`config.mk`:
```
export PLATFORM = sky130hd
export DESIGN_NAME = chunk_pack
export DESIGN_NICKNAME = d
export VERILOG_FILES = /design/src/rtl/chunk_pack.sv
export SDC_FILE = /design/constraint.sdc
export NUM_CORES = 1
export LEC_CHECK = 0
export CAP_MARGIN = 20
export CELL_PAD_IN_SITES_DETAIL_PLACEMENT = 0
export CELL_PAD_IN_SITES_GLOBAL_PLACEMENT = 1
export CORE_ASPECT_RATIO = 2
export CORE_MARGIN = 2
export CORE_UTILIZATION = 30
export DETAILED_ROUTE_END_ITERATION = 12
export PLACE_DENSITY_LB_ADDON = 0.05
export SYNTH_ARGS = -nofsm -noshare
export SYNTH_HDL_FRONTEND = slang
export SYNTH_SLANG_ARGS = --single-unit
```
`constraint.sdc`:
```
create_clock -name clk -period 1.35 [get_ports clk]
set_clock_uncertainty 0.1 [all_clocks]
set_input_delay 0.2025 -clock clk [delete_from_list [all_inputs] [get_ports clk]]
set_output_delay 0.2025 -clock clk [all_outputs]
set_load 0.005 [all_outputs]
```
`src/rtl/chunk_pack.sv`:
```
// chunk_pack: packs narrow chunks little-endian into a wide word.
// A word closes when full or on in_last; one-cycle output latency.
module chunk_pack #(
    parameter int unsigned width = 32'd16,
    parameter int unsigned chunk = 32'd4
) (
    input  logic                               clk,
    input  logic                               rst_n,
    input  logic [chunk-1:0]                   in_data,
    input  logic                               in_valid,
    input  logic                               in_last,
    output logic                               in_ready,
    output logic [width-1:0]                   out_data,
    output logic                               out_valid,
    output logic                               out_last,
    output logic [$clog2(width/chunk):0]       out_count,
    input  logic                               out_ready
);

    localparam int unsigned N  = width / chunk;
    localparam int unsigned IW = $clog2(N);
    localparam int unsigned CW = IW + 1;

    logic [IW-1:0]    r_cnt;
    logic [width-1:0] r_acc;
    logic [width-1:0] r_out_data;
    logic [CW-1:0]    r_out_count;
    logic             r_out_valid;
    logic             r_out_last;

    logic             w_in_ready;
    logic             w_accept;
    logic             w_close;
    logic             w_consume;
    logic [width-1:0] w_slot;

    logic [IW-1:0]    w_cnt_nxt;
    logic [width-1:0] w_acc_nxt;
    logic [width-1:0] w_od_nxt;
    logic [CW-1:0]    w_oc_nxt;
    logic             w_ov_nxt;
    logic             w_ol_nxt;

    assign w_in_ready = rst_n && (!r_out_valid || out_ready);
    assign w_accept   = in_valid && w_in_ready;
    assign w_close    = w_accept && (in_last || (r_cnt == IW'(N - 1)));
    assign w_consume  = r_out_valid && out_ready;

    assign in_ready  = w_in_ready;
    assign out_data  = r_out_data;
    assign out_count = r_out_count;
    assign out_valid = r_out_valid;
    assign out_last  = r_out_last;

    // Accumulator with the incoming chunk dropped into slot r_cnt.
    always_comb begin
        w_slot = r_acc;
        for (int k = 0; k < int'(N); k++) begin
            if (r_cnt == IW'(k)) begin
                w_slot[k*chunk +: chunk] = in_data;
            end
        end
    end

    // Next-state: fill, close into the output register, or drain it.
    always_comb begin
        w_cnt_nxt = r_cnt;
        w_acc_nxt = r_acc;
        w_od_nxt  = r_out_data;
        w_oc_nxt  = r_out_count;
        w_ol_nxt  = r_out_last;
        w_ov_nxt  = r_out_valid;
        if (w_close) begin
            w_od_nxt  = w_slot;
            w_oc_nxt  = CW'(r_cnt) + CW'(1);
            w_ol_nxt  = in_last;
            w_ov_nxt  = 1'b1;
            w_acc_nxt = '0;
            w_cnt_nxt = '0;
        end else begin
            if (w_accept) begin
                w_acc_nxt = w_slot;
                w_cnt_nxt = r_cnt + IW'(1);
            end
            if (w_consume) begin
                w_ov_nxt = 1'b0;
            end
        end
    end

    // State register with synchronous active-low clear.
    always_ff @(posedge clk) begin
        if (!rst_n) begin
            r_cnt       <= '0;
            r_acc       <= '0;
            r_out_data  <= '0;
            r_out_count <= '0;
            r_out_valid <= 1'b0;
            r_out_last  <= 1'b0;
        end else begin
            r_cnt       <= w_cnt_nxt;
            r_acc       <= w_acc_nxt;
            r_out_data  <= w_od_nxt;
            r_out_count <= w_oc_nxt;
            r_out_valid <= w_ov_nxt;
            r_out_last  <= w_ol_nxt;
        end
    end

endmodule

```
* Word-level counts from Yosys, hierarchy flattened
Index checks and enable logic that the tools add are counted.
** Storage, ports and cells
- Register bits after elaboration :: 39
- Input bits :: 9
- Output and inout port bits :: 22
- Word-level logic and storage cells :: 28
** Cells by class
- Add/subtract/negate cells :: 2
- Equal/unequal tests :: 3
- Muxes and demuxes :: 6
- Bitwise gates (word level) :: 1
- Reduce and logical (&&, ||, !) cells :: 10
** Operator list (count)
- 4-bit 2-to-1 mux :: 4
- 2-bit equality test, second input constant :: 2
- 1-bit logical AND :: 4
- 2-bit by 1-bit adder with 3-bit output, second input constant :: 1
- 2-bit by 1-bit adder with 2-bit output, second input constant :: 1
- 2-bit by 1-bit equality test with 1-bit output, second input constant :: 1
- 2-bit zero test :: 1
- 1-bit logical OR :: 2
- 1-bit 2-to-1 mux :: 2
- 2-bit nonzero test :: 1
- 2-bit OR reduction :: 1
- 1-bit zero test :: 1
- 1-bit inverter :: 1

* Logic depth before layout (Yosys ltp)
- Depth after elaboration :: 6
- Mapped depth :: 6
- Depth with buffers taken out :: 5

* Worst setup path before layout
No wires, ideal clock.
- Kind :: reg2reg
- Start :: reg r_cnt[0]
- End :: reg r_out_data[10], in the netlist out_data[10]
- Arrival time :: 1.247 ns
- Setup slack :: -0.065 ns
- Stages on the path, launching flop included :: 6
- Buffers on the path :: 1
- Clock period less this slack :: 1.415 ns
- Path through :: dfxtp_1 -> ha_1 -> o21a_4 -> a21boi_4 -> buf_6 -> o2bb2ai_2
** Between the ends
- Word-level cells in the longest chain between the ends :: 3
** RTL lines
- from (decl) :: line 24 : logic [IW-1:0] r_cnt;
- from (signal assigned) :: line 101 : r_cnt <= w_cnt_nxt;
- 2-bit equality test :: line 46 : assign w_close = w_accept && (in_last || (r_cnt == IW'(N - 1)));
- 1-bit logical OR :: line 46
- 1-bit logical AND :: line 46
- to (signal assigned) :: line 103 : r_out_data <= w_od_nxt;
- to (decl) :: line 26 : logic [width-1:0] r_out_data;
Several ways; a longest one is shown, not always the timed one.
A chain may end at the register's enable or synchronous reset.

* Final worst setup path
- Start :: reg r_cnt[0]
- End :: reg r_out_count[1], in the netlist out_count[1]
** Between the ends
- Word-level cells in the longest chain between the ends :: 3
** RTL lines
- 2-bit equality test :: line 46
- 1-bit logical OR :: line 46
- 1-bit logical AND :: line 46
- to (signal assigned) :: line 104 : r_out_count <= w_oc_nxt;
- to (decl) :: line 27 : logic [CW-1:0] r_out_count;
Several ways; a longest one is shown, not always the timed one.

==> run_summary.xml <==
<?xml version="1.0" encoding="UTF-8"?>
<metrics>
  <group name="worst_setup_path">
    <metric name="cp_data_required_time" unit="ns">1.48</metric>
    <metric name="timing.critical_path.to_type" unit="">flip-flop</metric>
    <metric name="critical_path_arrival" unit="ns">1.58</metric>
    <metric name="timing.setup.critical_path_class" unit="">reg -&gt; reg</metric>
    <metric name="worst-path-max-fanout" unit="">6</metric>
    <metric name="critical_path_startpoint_category" unit="">flip-flop</metric>
  </group>
  <group name="hold_path">
    <metric name="timing.hold.worst.class" unit="">in -&gt; reg</metric>
  </group>
  <group name="synthesis">
    <metric name="seq_total_area_yosys" unit="%">42.2</metric>
    <metric name="leading_cell_type_by_number_of_instances_after_synthesis" unit="">dfxtp_1</metric>
    <metric name="synthArstFlopShare" unit="%">0</metric>
    <metric name="synth.yosys.warnings" unit="">0</metric>
    <metric name="synth_ff_type" unit="">dfxtp_1</metric>
    <metric name="synth_area_leader_cell" unit="">dfxtp_1</metric>
    <metric name="ys_types" unit="">29</metric>
    <metric name="netlist.area_leader.share" unit="%">42.2</metric>
    <metric name="synthTopCellsByCount" unit="">dfxtp_1, nand4_1, a21oi_1</metric>
    <metric name="synth_enable_flop_cells" unit="">0</metric>
    <metric name="synth.net_count" unit="">189</metric>
    <metric name="ys_seq_elements" unit="">39</metric>
    <metric name="syn_area" unit="sq um">1850</metric>
    <metric name="average_cell_area_after_synthesis" unit="sq um">10.5</metric>
    <metric name="post_synth_inst_count" unit="">176</metric>
    <metric name="ys_top_cells_by_area" unit="">dfxtp_1, mux2i_1, o2bb2ai_2</metric>
  </group>
  <group name="sta">
    <metric name="final_max_slew_viol_count" unit="">0</metric>
    <metric name="hold_viol" unit="">0</metric>
    <metric name="finalCritPeriodShare" unit="%">107</metric>
    <metric name="rsz0062_at_grt" unit="">yes</metric>
    <metric name="final_min_period" unit="ns">1.45</metric>
    <metric name="fmax" unit="MHz">691</metric>
    <metric name="setup_total_negative_slack" unit="ns">-2.10</metric>
    <metric name="layout_setup_ws" unit="ns">-0.0965</metric>
    <metric name="setup-violations-final" unit="">35</metric>
    <metric name="timing.max_slew.rel_slack" unit="%">77.1</metric>
    <metric name="worstMarginPinSlew" unit="ns">0.344</metric>
    <metric name="timing.hold.ws" unit="ns">0.261</metric>
  </group>
  <group name="grt">
    <metric name="maximum_number_of_pins_on_one_net_before_global_route_repair" unit="">20</metric>
    <metric name="groute.usage.overall" unit="%">17.6</metric>
    <metric name="antenna_found_initial" unit="">0</metric>
    <metric name="grt_first_pass_wirelength" unit="microns">9090</metric>
    <metric name="first_global_vias" unit="">1755</metric>
    <metric name="grt_overflow_total" unit="">0</metric>
  </group>
  <group name="floorplan">
    <metric name="floorplan.die_area" unit="sq um">6850</metric>
    <metric name="chip_height" unit="microns">115</metric>
    <metric name="fp-row-count" unit="">40</metric>
    <metric name="floorplan.die.width" unit="microns">59.5</metric>
    <metric name="pin_count" unit="">31</metric>
    <metric name="start_util" unit="%">30.8</metric>
    <metric name="core-area" unit="sq um">6010</metric>
  </group>
  <group name="routing">
    <metric name="postRouteAntennaNets" unit="">0</metric>
    <metric name="drt_pre_antenna_iters" unit="">5</metric>
    <metric name="postRouteWirelength" unit="microns">6190</metric>
    <metric name="wl_per_cell" unit="microns">20.2</metric>
    <metric name="first_iter_violations" unit="">72</metric>
    <metric name="detail_route.vias_per_cell" unit="">5.52</metric>
    <metric name="drc" unit="">0</metric>
    <metric name="detailroute.via_count" unit="">1694</metric>
  </group>
  <group name="clock_network">
    <metric name="cts_htree_levels" unit="">2</metric>
    <metric name="numCtsBuffers" unit="">5</metric>
    <metric name="hold_buffers" unit="">0</metric>
    <metric name="tritoncts_num_sinks" unit="">39</metric>
    <metric name="cts_buffer_depth" unit="">2</metric>
    <metric name="tritoncts" unit="">built</metric>
    <metric name="cts_root_cell" unit="">clkbuf_16</metric>
    <metric name="cts.clk_slew.worst_paths" unit="ns">0.06</metric>
    <metric name="worst_skew_pair.late_latency" unit="ns">0.28</metric>
  </group>
  <group name="power_and_ir_drop">
    <metric name="power.share.combinational" unit="%">15.6</metric>
    <metric name="p_leak" unit="nW">1.22</metric>
    <metric name="finalPower" unit="W">0.00307</metric>
    <metric name="cell_internal_pwr" unit="W">0.00234</metric>
    <metric name="clockPowerShare" unit="%">45.5</metric>
    <metric name="power.switching_fraction" unit="%">23.8</metric>
    <metric name="switchingPower" unit="W">0.000729</metric>
    <metric name="irDropWorstVdd" unit="mV">0.670</metric>
    <metric name="pwr-share-seq" unit="%">38.8</metric>
    <metric name="p_per_area" unit="nW/um^2">995</metric>
  </group>
  <group name="status">
    <metric name="status" unit="">finished, violations left</metric>
    <metric name="violations" unit="">negative setup slack</metric>
  </group>
  <group name="place">
    <metric name="hpwlAfterDp" unit="microns">3690</metric>
    <metric name="detailedPlace.worstSlack" unit="ns">-0.396</metric>
    <metric name="placement.io_buffers" unit="">30</metric>
    <metric name="place_congestion" unit="">0.728</metric>
    <metric name="placedCellCount" unit="">282</metric>
  </group>
  <group name="final_layout">
    <metric name="area.growth.synth_to_final" unit="%">66.7</metric>
    <metric name="design.final.nets" unit="">256</metric>
    <metric name="drive_gt1_share" unit="%">51.6</metric>
    <metric name="final_cell_count_no_fill" unit="">307</metric>
    <metric name="antenna_cells_inserted" unit="">0</metric>
  </group>
  <group name="flow_run">
    <metric name="maxCapViolCount" unit="">0</metric>
  </group>
</metrics>
per-layer routing:
layer  wire (microns)  GRT usage [%]
met1             2330           20.7
met2             3410           31.8
met3              160           2.25
met4              295           5.93
met5                0              0
through the flow:
step	area, sq um	util (%)
after global placement	2430	40.4
after detailed placement	2430	40.4
after global routing	3090	51.4
after floorplan	1870	-
final	3090	51.4
after CTS	2750	45.7
power by group through the flow:
| stage | Combinational (W) | Clock (W) | Sequential, W |
|---|---|---|---|
| global placement | 0.000341 | 0 | 0.00121 |
| detailed placement | 0.000344 | 0 | 0.00122 |
| finish | 0.000480 | 0.00140 | 0.00119 |
| floorplan | 0.000172 | 0 | 0.00121 |
| global route | 0.000508 | 0.00146 | 0.00119 |
| CTS | 0.000387 | 0.00142 | 0.00119 |
worst max-delay path, cell delays in order (launching register included):
cell	delay, ns
dfxtp_4	0.36
ha_4	0.18
o21a_4	0.22
a21boi_4	0.16
buf_6	0.13
buf_12	0.12
a22o_1	0.12
layout by cell type (no fill, tap or decap), types with 4 or more instances in the layout:
cell	netlist	routed
nand4_1	19	19
o31ai_1	17	8
buf_12	0	6
dfxtp_2	0	7
clkdlybuf4s50_1	0	5
dlygate4sd2_1	0	22
dfxtp_1	39	30
a21oi_1	18	7
mux2i_1	16	10
inv_2	1	4
buf_4	2	29
buf_6	5	8
a21oi_2	0	10
mux2i_2	0	5
clkbuf_16	0	9
o31ai_2	0	7
o2bb2ai_2	10	13
registers in the layout, summed over array words and instances (netlist names):
signal	flops
out_count	3
out_data	16
out_last	1
out_valid	1
r_acc	16
r_cnt	2
cell type report:
class	instances	area (sq um)
Fill cell	572	2920
Multi-Input combinational cell	113	1190
Timing Repair Buffer	78	826
Sequential cell	39	797
Clock buffer	6	139
Tap cell	63	78.8
Clock inverter	2	35.0
Inverter	6	22.5
path summary, 6_finish.rpt:
| path | startpoint | endpoint | slack, ns | cells after the start |
|---|---|---|---|---|
| setup / recovery | r_cnt[0]$_SDFFE_PP0P_ | out_count[1]$_SDFFE_PN0P_ | -0.1 | 6 |
| setup reg to reg | r_cnt[0]$_SDFFE_PP0P_ | out_count[1]$_SDFFE_PN0P_ | -0.1 | 6 |
| hold / removal | rst_n | out_valid$_SDFFE_PN0P_ | 0.26 | 3 |
| hold reg to reg | out_data[0]$_SDFFE_PN0P_ | out_data[0]$_SDFFE_PN0P_ | 0.35 | 1 |
logic make-up (layout without fill, tap and decap cells):
| kind of cell | Yosys count | after routing | share of synthesized area (%) |
|---|---|---|---|
| and+or+nand+nor | 29 | 31 | 9.74 |
| DFF | 39 | 39 | 42.2 |
| adders and majority gates | 4 | 4 | 2.70 |
| muxes | 16 | 16 | 8.65 |
| buffers and inverters | 26 | 92 | 8.38 |
| AOI/OAI and AO/OA | 62 | 62 | 28.3 |
timing repair:
item | 4_1_cts | 5_1_grt
cloned | 1 | 7
setup endpoints to repair | 59 | 39
setup buffers | 4 | 6
resized for setup | 53 | 49
pin swaps | 1 | 9
Power figures use the tool's default switching activity.
